$ cat src/rtl/mem_bus_arbiter.sv
// mem_bus_arbiter: shares one single-ported memory bus between instruction
// fetch (read-only) and the data stage. Data requests win arbitration; each
// transaction is held on the bus until mem_ack or until the wait counter
// reaches TIMEOUT, then a one-cycle DONE bubble issues the done pulse.
// All outputs are registered.
// Optional feature macro: MEM_ARB_STARVE_EN (fetch anti-starvation after
// STARVE_MAX consecutive data grants made while if_req is pending).
module mem_bus_arbiter #(
    parameter int ADDR_W     = 32,
    parameter int DATA_W     = 32,
    parameter int TIMEOUT    = 255,
    parameter int STARVE_MAX = 4
) (
    input  logic              clk,
    input  logic              rst,
    input  logic              if_req,
    input  logic [ADDR_W-1:0] if_addr,
    output logic [DATA_W-1:0] if_rdata,
    output logic              if_done,
    input  logic [1:0]        d_command,
    input  logic [ADDR_W-1:0] d_addr,
    input  logic [DATA_W-1:0] d_wdata,
    output logic [DATA_W-1:0] d_rdata,
    output logic              d_done,
    output logic              bus_err,
    output logic [1:0]        mem_command,
    output logic [ADDR_W-1:0] mem_addr,
    output logic [DATA_W-1:0] mem_wdata,
    input  logic [DATA_W-1:0] mem_rdata,
    input  logic              mem_ack
);

    localparam logic [1:0] BUS_NONE  = 2'b00;
    localparam logic [1:0] BUS_LOAD  = 2'b01;
    localparam logic [1:0] BUS_STORE = 2'b10;

    // Last wait-count value before the abort; the counter holds the number of
    // BUSY cycles already elapsed, so the abort lands on the TIMEOUT-th one.
    localparam logic [15:0] WAIT_LAST = 16'(TIMEOUT - 1);

    if (TIMEOUT < 1 || TIMEOUT > 65535) begin : g_chk_timeout
        $error("mem_bus_arbiter: TIMEOUT must be in 1..65535");
    end
    if (STARVE_MAX < 1) begin : g_chk_starve
        $error("mem_bus_arbiter: STARVE_MAX must be at least 1");
    end

    typedef enum logic [1:0] {IDLE, D_BUSY, I_BUSY, DONE} state_t;

    state_t            state, state_nxt;
    logic [15:0]       wait_cnt, wait_cnt_nxt;
    logic [1:0]        cmd_nxt;
    logic [ADDR_W-1:0] addr_nxt;
    logic [DATA_W-1:0] wdata_nxt, if_rdata_nxt, d_rdata_nxt, rdata_cap;
    logic              if_done_nxt, d_done_nxt, err_nxt;
    logic              d_valid, wait_over, force_if;

    assign d_valid   = (d_command == BUS_LOAD) || (d_command == BUS_STORE);
    assign wait_over = (wait_cnt == WAIT_LAST);
    // Stores return no data; aborted transactions return zero.
    assign rdata_cap = (mem_ack && mem_command != BUS_STORE) ? mem_rdata : '0;

`ifdef MEM_ARB_STARVE_EN
    localparam int              SW   = $clog2(STARVE_MAX + 1);
    localparam logic [SW-1:0]   SMAX = SW'(STARVE_MAX);

    logic [SW-1:0] starve_cnt, starve_nxt;

    assign force_if = if_req && (starve_cnt == SMAX);

    // Starvation counter register.
    always_ff @(posedge clk or negedge rst) begin
        if (!rst) starve_cnt <= '0;
        else      starve_cnt <= starve_nxt;
    end
`else
    assign force_if = 1'b0;
`endif

    // State and registered-output update.
    always_ff @(posedge clk or negedge rst) begin
        if (!rst) begin
            state       <= IDLE;
            wait_cnt    <= '0;
            mem_command <= BUS_NONE;
            mem_addr    <= '0;
            mem_wdata   <= '0;
            if_rdata    <= '0;
            d_rdata     <= '0;
            if_done     <= 1'b0;
            d_done      <= 1'b0;
            bus_err     <= 1'b0;
        end else begin
            state       <= state_nxt;
            wait_cnt    <= wait_cnt_nxt;
            mem_command <= cmd_nxt;
            mem_addr    <= addr_nxt;
            mem_wdata   <= wdata_nxt;
            if_rdata    <= if_rdata_nxt;
            d_rdata     <= d_rdata_nxt;
            if_done     <= if_done_nxt;
            d_done      <= d_done_nxt;
            bus_err     <= err_nxt;
        end
    end

    // Arbitration, transaction sequencing and next values of all outputs.
    always_comb begin
        state_nxt    = state;
        wait_cnt_nxt = wait_cnt;
        cmd_nxt      = mem_command;
        addr_nxt     = mem_addr;
        wdata_nxt    = mem_wdata;
        if_rdata_nxt = if_rdata;
        d_rdata_nxt  = d_rdata;
        if_done_nxt  = 1'b0;
        d_done_nxt   = 1'b0;
        err_nxt      = 1'b0;
`ifdef MEM_ARB_STARVE_EN
        starve_nxt   = starve_cnt;
`endif
        case (state)
            IDLE: begin
                wait_cnt_nxt = '0;
                if (d_valid && !force_if) begin
                    cmd_nxt   = d_command;
                    addr_nxt  = d_addr;
                    wdata_nxt = d_wdata;
                    state_nxt = D_BUSY;
`ifdef MEM_ARB_STARVE_EN
                    starve_nxt = if_req ? starve_cnt + 1'b1 : '0;
`endif
                end else if (if_req) begin
                    cmd_nxt   = BUS_LOAD;
                    addr_nxt  = if_addr;
                    wdata_nxt = '0;
                    state_nxt = I_BUSY;
`ifdef MEM_ARB_STARVE_EN
                    starve_nxt = '0;
`endif
                end
            end
            D_BUSY, I_BUSY: begin
                wait_cnt_nxt = wait_cnt + 16'd1;
                if (mem_ack || wait_over) begin
                    cmd_nxt   = BUS_NONE;
                    err_nxt   = !mem_ack;
                    state_nxt = DONE;
                    if (state == D_BUSY) begin
                        d_done_nxt  = 1'b1;
                        d_rdata_nxt = rdata_cap;
                    end else begin
                        if_done_nxt  = 1'b1;
                        if_rdata_nxt = rdata_cap;
                    end
                end
            end
            DONE: begin
                wait_cnt_nxt = '0;
                state_nxt    = IDLE;
            end
            default: state_nxt = IDLE;
        endcase
    end

endmodule

$ cat config.mk
export PLATFORM = sky130hd
export DESIGN_NAME = mem_bus_arbiter
export DESIGN_NICKNAME = d
export VERILOG_FILES = /design/src/rtl/mem_bus_arbiter.sv
export SDC_FILE = /design/constraint.sdc
export NUM_CORES = 1
export LEC_CHECK = 0
export CAP_MARGIN = 0
export CORE_ASPECT_RATIO = 2
export CORE_MARGIN = 2
export CORE_UTILIZATION = 25
export DETAILED_ROUTE_END_ITERATION = 6
export GPL_ROUTABILITY_DRIVEN = 0
export SYNTH_ARGS = -nofsm -noshare
export SYNTH_HDL_FRONTEND = slang
export SYNTH_SLANG_ARGS = --single-unit
$ cat constraint.sdc
create_clock -name clk -period 2.6 [get_ports clk]
set_input_delay 0.52 -clock clk [delete_from_list [all_inputs] [get_ports clk]]
set_output_delay 0.52 -clock clk [all_outputs]
set_load 0.02 [all_outputs]
==> flow_summary.rst, run 1 <==
.. list-table::
   :header-rows: 1

   * - Metric
     - Value
   * - Part of the Yosys area used for sequential elements
     - 0.6293
   * - Total global routing track utilization
     - 0.1527
   * - Sum of routed wire length over all layers
     - 18.87 mm
   * - Endpoint arrival time on the critical path
     - 2.59 ns
   * - Net count after synthesis
     - 615
   * - Number of rows in the core area
     - 80
   * - Max stage delay on crit path
     - 0.50 ns
   * - DRC viols
     - 0
   * - Clock latency on the worst-skew pair
     - 0.44 ns
   * - CP Class
     - reg -> reg
   * - Number of nets still failing antenna checks after routing
     - 0
   * - Total power divided by cell area
     - 1248 nW/um^2
   * - Total Die Area
     - 25350 sq um
   * - Maximum number of pins on one net before global-route repair
     - 79
   * - Vertical die dimension
     - 223.2 microns
   * - Cells traversed along the worst timing path
     - inv_1, ha_1, or4b_4, o41ai_4, nand3b_2, buf_4, a22o_1
   * - Ports
     - 267
   * - Vias after detailed routing
     - 4779
   * - Input/output buffers
     - 266
   * - Largest voltage drop on the vdd net
     - 0.0005022 V
   * - Number of buffers inserted to repair setup after CTS
     - 0
   * - Initial core utilization
     - 0.2531
   * - Root buf cell
     - sky130_fd_sc_hd__clkbuf_16
   * - Wire length of the first global-routing pass
     - 29.10 mm
   * - Worst-case setup slack after placement
     - 0.2829 ns
   * - Setup TNS Final
     - 0 ns
   * - Worst setup slack after layout
     - 0.3342 ns
   * - Number of max-slew violations in the final report
     - 0
   * - HPWL Detailed
     - 13.60 mm
   * - Final core utilization
     - 0.4095
   * - Number of hold-repair buffers added at the cts stage
     - 0
   * - Core box area
     - 23720 sq um
   * - Post-route standard cell area excluding fillers
     - 9716 sq um
   * - Final Hold Vio Count
     - 0
   * - CTS tree
     - built
   * - Detailed-routing iteration count for the pre-antenna-repair pass
     - 4
   * - Highest attainable clock frequency
     - 441.3 MHz
   * - Mean instance size in the synthesized netlist
     - 12.64 sq um
   * - Count of synthesis-stage warnings from yosys
     - 0
   * - Number of buffers on the longest clock path
     - 2
   * - Number of antenna violations at the first check in global routing
     - 0
   * - TritonCTS Buffers
     - 17
   * - Buffering stage count on the worst path with inverters included
     - 2
   * - RSZ-0062 raised after global routing
     - no
   * - Count of mapped cells out of synthesis
     - 475
   * - Die Span X
     - 113.6 microns
   * - Layout net count
     - 878
   * - Final worst path period need
     - 2.266 ns
   * - Syn Std Cell Area
     - 6005 sq um
   * - Worst rel slew slack
     - 0.6235
   * - WL/cell
     - 18.18 microns
   * - Slew of the pin with the lowest slew margin
     - 0.5648 ns
   * - CTS H-tree lvls
     - 4
   * - Result of the run
     - complete, no violations
   * - Total of max-cap violations
     - 0
   * - Reg2Reg Setup Slack
     - 0.33 ns
   * - Type of element launching the critical path
     - flip-flop
   * - Filler Cell Count
     - 2257
   * - Global-route congestion overflow total
     - 0
   * - Area Growth Syn to Fin
     - 61.80%
   * - Starting DRC count in detailed routing
     - 224
   * - Worst-path fanout max
     - 33
   * - Number of distinct library cells after synthesis
     - 36
   * - Share of post-route cells with drive strength above 1
     - 0.07324
   * - Path type of the worst min-delay path
     - in -> async
   * - Leak pwr
     - 0.004268 uW
   * - Slowest cell on the critical path
     - sky130_fd_sc_hd__or4b_4
   * - Clock-pin transition on the worst setup and hold timing paths
     - 0.07 ns
   * - Overall power after layout
     - 12120 uW
   * - Number of setup violations in the final report
     - 0
   * - Area of placed instances
     - 9072 sq um
   * - Antenna cell count
     - 0
   * - Vias per cell
     - 4.604
   * - Via count of the first global-routing pass
     - 5126
   * - Final period utilization
     - 0.8715
   * - Dominant delay contributor by cell family on the critical path
     - compound AO/OA/AOI/OAI gates
   * - CTS sink count
     - 151
   * - #FFs+latches synth
     - 151
   * - Kind of capture point of the worst setup path
     - flip-flop
   * - Clock Skew
     - 0.007121 ns
   * - Worst path required time
     - 2.92 ns
   * - Resized cells post-CTS
     - 0
## metal layers
metal  track usage  up-vias  share of wire
li1              -     2264              -
met1        0.1567     2330           0.35
met2        0.2828      155           0.57
met3       0.03667       30          0.045
met4       0.07671        0          0.033
met5             0        -              0
## registers in the layout, summed over array words and instances, names as in the netlist
signal,flops
d_rdata,32
mem_addr,32
bus_err,1
wait_cnt,16
if_done,1
d_done,1
mem_command,2
state,2
if_rdata,32
mem_wdata,32
## cell usage after synthesis
cell	count	area, sq um
sky130_fd_sc_hd__o41ai_2	1	16.27
sky130_fd_sc_hd__nand3_1	7	35.03
sky130_fd_sc_hd__nand3_2	1	10.01
sky130_fd_sc_hd__nand2b_1	1	6.260
sky130_fd_sc_hd__o31ai_1	1	7.510
sky130_fd_sc_hd__nor2b_1	1	6.260
sky130_fd_sc_hd__or4b_4	1	13.76
sky130_fd_sc_hd__buf_2	6	30.03
sky130_fd_sc_hd__a22oi_1	2	15.01
sky130_fd_sc_hd__xnor2_1	1	8.760
sky130_fd_sc_hd__o41ai_4	1	27.53
sky130_fd_sc_hd__nand4bb_1	1	11.26
sky130_fd_sc_hd__inv_1	9	33.78
sky130_fd_sc_hd__ha_1	6	75.07
sky130_fd_sc_hd__a21o_1	2	15.01
sky130_fd_sc_hd__and3_1	1	6.260
sky130_fd_sc_hd__mux2i_1	32	320.3
sky130_fd_sc_hd__clkinv_1	1	3.750
sky130_fd_sc_hd__nor4_1	1	6.260
sky130_fd_sc_hd__dfrtp_1	151	3779
sky130_fd_sc_hd__and4_1	2	17.52
sky130_fd_sc_hd__clkbuf_1	25	93.84
sky130_fd_sc_hd__xor2_1	10	87.58
sky130_fd_sc_hd__nand4_1	5	31.28
sky130_fd_sc_hd__nor2_1	16	60.06
sky130_fd_sc_hd__a22o_1	98	858.3
sky130_fd_sc_hd__or4_1	1	7.510
sky130_fd_sc_hd__or3_1	3	18.77
sky130_fd_sc_hd__nor3_1	1	5.000
sky130_fd_sc_hd__a21oi_1	3	15.01
sky130_fd_sc_hd__and2_1	3	18.77
sky130_fd_sc_hd__o2bb2ai_1	1	8.760
sky130_fd_sc_hd__nand2_1	38	142.6
sky130_fd_sc_hd__buf_1	3	11.26
sky130_fd_sc_hd__nand3b_2	1	11.26
sky130_fd_sc_hd__o21ai_0	38	190.2
## worst register-to-register path, cell delays in order, from the launching register on
cell                       delay (ns)
sky130_fd_sc_hd__dfrtp_1         0.40
sky130_fd_sc_hd__inv_1           0.06
sky130_fd_sc_hd__ha_1            0.13
sky130_fd_sc_hd__or4b_4          0.50
sky130_fd_sc_hd__o41ai_4         0.40
sky130_fd_sc_hd__nand3b_2        0.10
sky130_fd_sc_hd__buf_4           0.26
sky130_fd_sc_hd__a22o_1          0.31
## cells in the final DEF (no fill, tap or decap), drive strengths merged, types with 2 or more instances in the layout
| master | count |
|---|---|
| a21o | 2 |
| xor2 | 10 |
| dfrtp | 151 |
| ha | 6 |
| a22o | 98 |
| mux2i | 32 |
| clkdlybuf4s50 | 265 |
| a22oi | 2 |
| or3 | 3 |
| clkinv | 6 |
| nor2 | 16 |
| nand4 | 5 |
| o41ai | 2 |
| o21ai | 38 |
| nand2 | 38 |
| inv | 13 |
| clkinvlp | 2 |
| a21oi | 3 |
| and4 | 2 |
| clkbuf | 17 |
| buf | 13 |
| and2 | 3 |
| bufinv | 4 |
| nand3 | 8 |
## worst paths after layout
check | from | end | depth (start not counted)
worst max-delay path | wait_cnt[0] | if_rdata[3] | 7
max in group asynchronous | rst | d_rdata[22] | 2
worst min register to register | wait_cnt[0] | wait_cnt[0] | 1
worst min-delay path | rst | mem_wdata[5] | 1
min in group clk | wait_cnt[0] | wait_cnt[0] | 1
worst max register to register | wait_cnt[0] | if_rdata[3] | 7
## area by class of cell
class	count	area, sq um	area share
Timing Repair Buffer	278	2829	0.2912
Tap cell	287	359.1	0.03696
Clock inverter	15	217.7	0.02241
Inverter	10	37.54	0.003863
Clock buffer	17	425.4	0.04379
Multi-Input combinational cell	280	2068	0.2129
Sequential cell	151	3779	0.3889
## logic make-up (layout without fill, tap and decap cells)
group / Yosys count / after routing / share of synthesized area
compound gates: 147 / 147 / 0.1921
buf+inv: 44 / 320 / 0.02876
simple gates: 84 / 84 / 0.06793
mux: 32 / 32 / 0.05334
flops: 151 / 151 / 0.6293
xor+xnor: 11 / 11 / 0.01604
fa+ha+maj: 6 / 6 / 0.01250
## power by group
part | internal, uW | total [uW] | switching, uW
combinational | 2720 | 5580 | 2860
clock | 1630 | 2710 | 1080
sequential | 3310 | 3830 | 520
## metrics by stage
stage                     hold WS, ns  cells
after floorplan                0.2244    475
after global placement         0.4602   1006
after detailed placement       0.4690   1006
after CTS                     0.04259   1038
after global routing          0.06255   1038
final                         0.03355   1038
Power figures use the tool's default switching activity.
==> run 2: changes to the inputs <==
Settings changed: CELL_PAD_IN_SITES_DETAIL_PLACEMENT set to 2, CELL_PAD_IN_SITES_GLOBAL_PLACEMENT set to 2, CORE_ASPECT_RATIO 2 to 0.5, PLACE_DENSITY_LB_ADDON set to 0.1.
==> run 2 against run 1 <==
Net effect:
- core utilization barely moved
- first-iteration DRC count fell by 0.45%
- count of clock-buffer cells in the layout rose by 5
- die area did not move
- register-to-register slack got worse by 0.02 ns
- hold slack improved by 0.45 ns
- sequential share of layout area fell by 0.10 points
==> flow_summary.rst, run 2 (synthesized netlist as in run 1, its figures left out) <==
.. list-table::
   :header-rows: 1

   * - Metric
     - Value
   * - Result of the run
     - complete, no violations
   * - Sum of routed wire length over all layers
     - 20.51 mm (+8.7%)
   * - Number of setup violations in the final report
     - 0 (unchanged)
   * - Final Hold Vio Count
     - 0 (unchanged)
   * - Ports
     - 267 (unchanged)
   * - Root buf cell
     - sky130_fd_sc_hd__clkbuf_16
   * - Largest voltage drop on the vdd net
     - 0.0006361 V (+27%)
   * - Initial core utilization
     - 0.2526 (-0.0005329)
   * - Path type of the worst min-delay path
     - reg -> reg
   * - Total power divided by cell area
     - 1241 nW/um^2 (-0.56%)
   * - Endpoint arrival time on the critical path
     - 2.60 ns (about the same)
   * - Input/output buffers
     - 266 (unchanged)
   * - Kind of capture point of the worst setup path
     - flip-flop
   * - Clock Skew
     - 0.008507 ns (+0.001386 ns)
   * - Commonest non-fill, non-tap cell in the layout
     - sky130_fd_sc_hd__clkdlybuf4s50_1
   * - CTS tree
     - built
   * - Starting DRC count in detailed routing
     - 223 (-0.45%)
   * - Total global routing track utilization
     - 0.1689 (+0.01620)
   * - Number of antenna violations at the first check in global routing
     - 1 (+1)
   * - Worst-path fanout max
     - 4 (-88%)
   * - RSZ-0062 raised after global routing
     - no
   * - Worst Hold Launch
     - mem_addr[13]
   * - Number of buffers on the longest clock path
     - 2 (unchanged)
   * - Reg2Reg Setup Slack
     - 0.31 ns (-0.02 ns)
   * - Depth of the most critical reg-to-reg path
     - 6 (-1)
   * - Number of hold-repair buffers added at the cts stage
     - 1 (+1)
   * - Final worst path period need
     - 2.290 ns (+0.02380 ns)
   * - Vertical die dimension
     - 113.6 microns (-49%)
   * - Via count of the first global-routing pass
     - 5446 (+6.2%)
   * - Core box area
     - 23770 sq um (+0.21%)
   * - Final cell count without fillers
     - 1068 (+2.9%)
   * - Filler Cell Count
     - 2451 (+8.6%)
   * - WL/cell
     - 19.21 microns (+5.7%)
   * - Reg-to-reg endpoint
     - mem_command[1]
   * - CTS H-tree lvls
     - 4 (unchanged)
   * - Hold Path Stages
     - 2
   * - Worst-case setup slack after placement
     - 0.3200 ns (+0.03717 ns)
   * - Worst rel slew slack
     - 0.6692 (+0.04570)
   * - Vias after detailed routing
     - 4933 (+3.2%)
   * - CTS sink count
     - 151 (unchanged)
   * - Setup TNS Final
     - 0 ns (unchanged)
   * - TritonCTS Buffers
     - 17 (unchanged)
   * - Number of rows in the core area
     - 40 (-50%)
   * - Type of element launching the critical path
     - flip-flop
   * - Number of buffers inserted to repair setup after CTS
     - 0 (unchanged)
   * - Source of the worst register-to-register timing path
     - wait_cnt[0]
   * - Final period utilization
     - 0.8806 (+0.009153)
   * - Maximum number of pins on one net before global-route repair
     - 67 (-15%)
   * - Slew of the pin with the lowest slew margin
     - 0.4909 ns (-0.07392 ns)
   * - DRC viols
     - 0 (unchanged)
   * - Worst setup slack after layout
     - 0.3104 ns (-0.02380 ns)
   * - Endpoint with the worst hold slack
     - mem_addr[13]
   * - Total Die Area
     - 25350 sq um (unchanged)
   * - Most frequent cells in the layout
     - sky130_fd_sc_hd__clkdlybuf4s50_1, sky130_fd_sc_hd__dfrtp_1, sky130_fd_sc_hd__a22o_1
   * - CP Class
     - reg -> reg
   * - Vias per cell
     - 4.619 (+0.32%)
   * - Number of max-slew violations in the final report
     - 0 (unchanged)
   * - Resized cells post-CTS
     - 0 (unchanged)
   * - Number of nets still failing antenna checks after routing
     - 0 (unchanged)
   * - Worst path required time
     - 2.91 ns (about the same)
   * - HPWL Detailed
     - 14.33 mm (+5.4%)
   * - Share of post-route cells with drive strength above 1
     - 0.06915 (-0.004087)
   * - Die Span X
     - 223.2 microns (+96%)
   * - Leak pwr
     - 0.004268 uW (about the same)
   * - Clock latency on the worst-skew pair
     - 0.44 ns (about the same)
   * - Area Growth Syn to Fin
     - 62.24%
   * - Detailed-routing iteration count for the pre-antenna-repair pass
     - 4 (unchanged)
   * - Placed instance count
     - 1035 (+2.9%)
   * - Clock-pin transition on the worst setup and hold timing paths
     - 0.06 ns (about the same)
   * - Global-route congestion overflow total
     - 0 (unchanged)
   * - Highest attainable clock frequency
     - 436.8 MHz (-1.0%)
   * - Layout net count
     - 880 (+0.23%)
   * - Total of max-cap violations
     - 0 (unchanged)
   * - Wire length of the first global-routing pass
     - 32.49 mm (+12%)
[run 2: changes by cell type in the layout (fill, tap and decap cells not counted), sizes merged]
cell         delta
buf             +1
bufinv          -1
clkbuf          +5
clkinv          -1
diode           +1
dlygate4sd3     +1
inv             -4
[run 2: worst max-delay path by stage]
stage	start	to	slack [ns]	depth (start not counted)
6_report	wait_cnt[0]	mem_command[1]	0.31	6
2_1_floorplan	d_command[0]	mem_addr[0]	0.47	8
3_3_place_gp	d_command[0]	mem_wdata[6]	0.34	7
5_1_grt	wait_cnt[0]	mem_command[1]	0.12	6
4_1_cts	wait_cnt[0]	d_rdata[11]	0.34	7
3_5_place_dp	d_command[0]	mem_addr[8]	0.32	6
[run 2: report_power, final]
| group | switching (uW) | leakage [uW] | total (uW) | internal, uW |
|---|---|---|---|---|
| registers | 549 | 0.00193 | 3860 | 3320 |
| clock network | 979 | 0.000286 | 2530 | 1550 |
| logic | 2930 | 0.00206 | 5700 | 2770 |
| total | 4460 | 0.00427 | 12100 | 7630 |
[run 2: per-stage QoR]
step,power [uW],utilization,cell area [sq um],hold slack (ns)
after global placement,9551,0.3845,9140,0.4605
after global routing,12850,0.4098,9742,0.5149
after floorplan,6684,-,6005,0.2244
after CTS,12300,0.4097,9739,0.4860
final,12090,0.4098,9742,0.4787
after detailed placement,9676,0.3845,9140,0.4701
[run 2: critical path, stage by stage, from the launching register on]
cell and delay [ns]:
sky130_fd_sc_hd__dfrtp_1 0.41, sky130_fd_sc_hd__inv_1 0.07, sky130_fd_sc_hd__ha_1 0.13, sky130_fd_sc_hd__or4b_4 0.49, sky130_fd_sc_hd__o41ai_2 0.54, sky130_fd_sc_hd__o21ai_0 0.25, sky130_fd_sc_hd__a22o_1 0.29
[run 2: area by class of cell]
| cell class | count | area (sq um) | share of cell area |
|---|---|---|---|
| repair buffers | 280 | 2872 | 0.2948 |
| flip-flops and latches | 151 | 3779 | 0.3879 |
| inverters | 10 | 37.54 | 0.003853 |
| clock buffers | 22 | 464.2 | 0.04765 |
| multi-input cells | 280 | 2068 | 0.2123 |
| clock inverters | 9 | 125.1 | 0.01284 |
| well taps | 315 | 394.1 | 0.04046 |
| diodes | 1 | 2.502 | 0.0002569 |
[run 2: routing by layer]
layer,part of all wire,up-vias,track usage
met5,0,-,0
met4,0.014,0,0.05996
met3,0.048,21,0.05152
met2,0.49,111,0.2765
met1,0.45,2536,0.2135
li1,-,2265,-
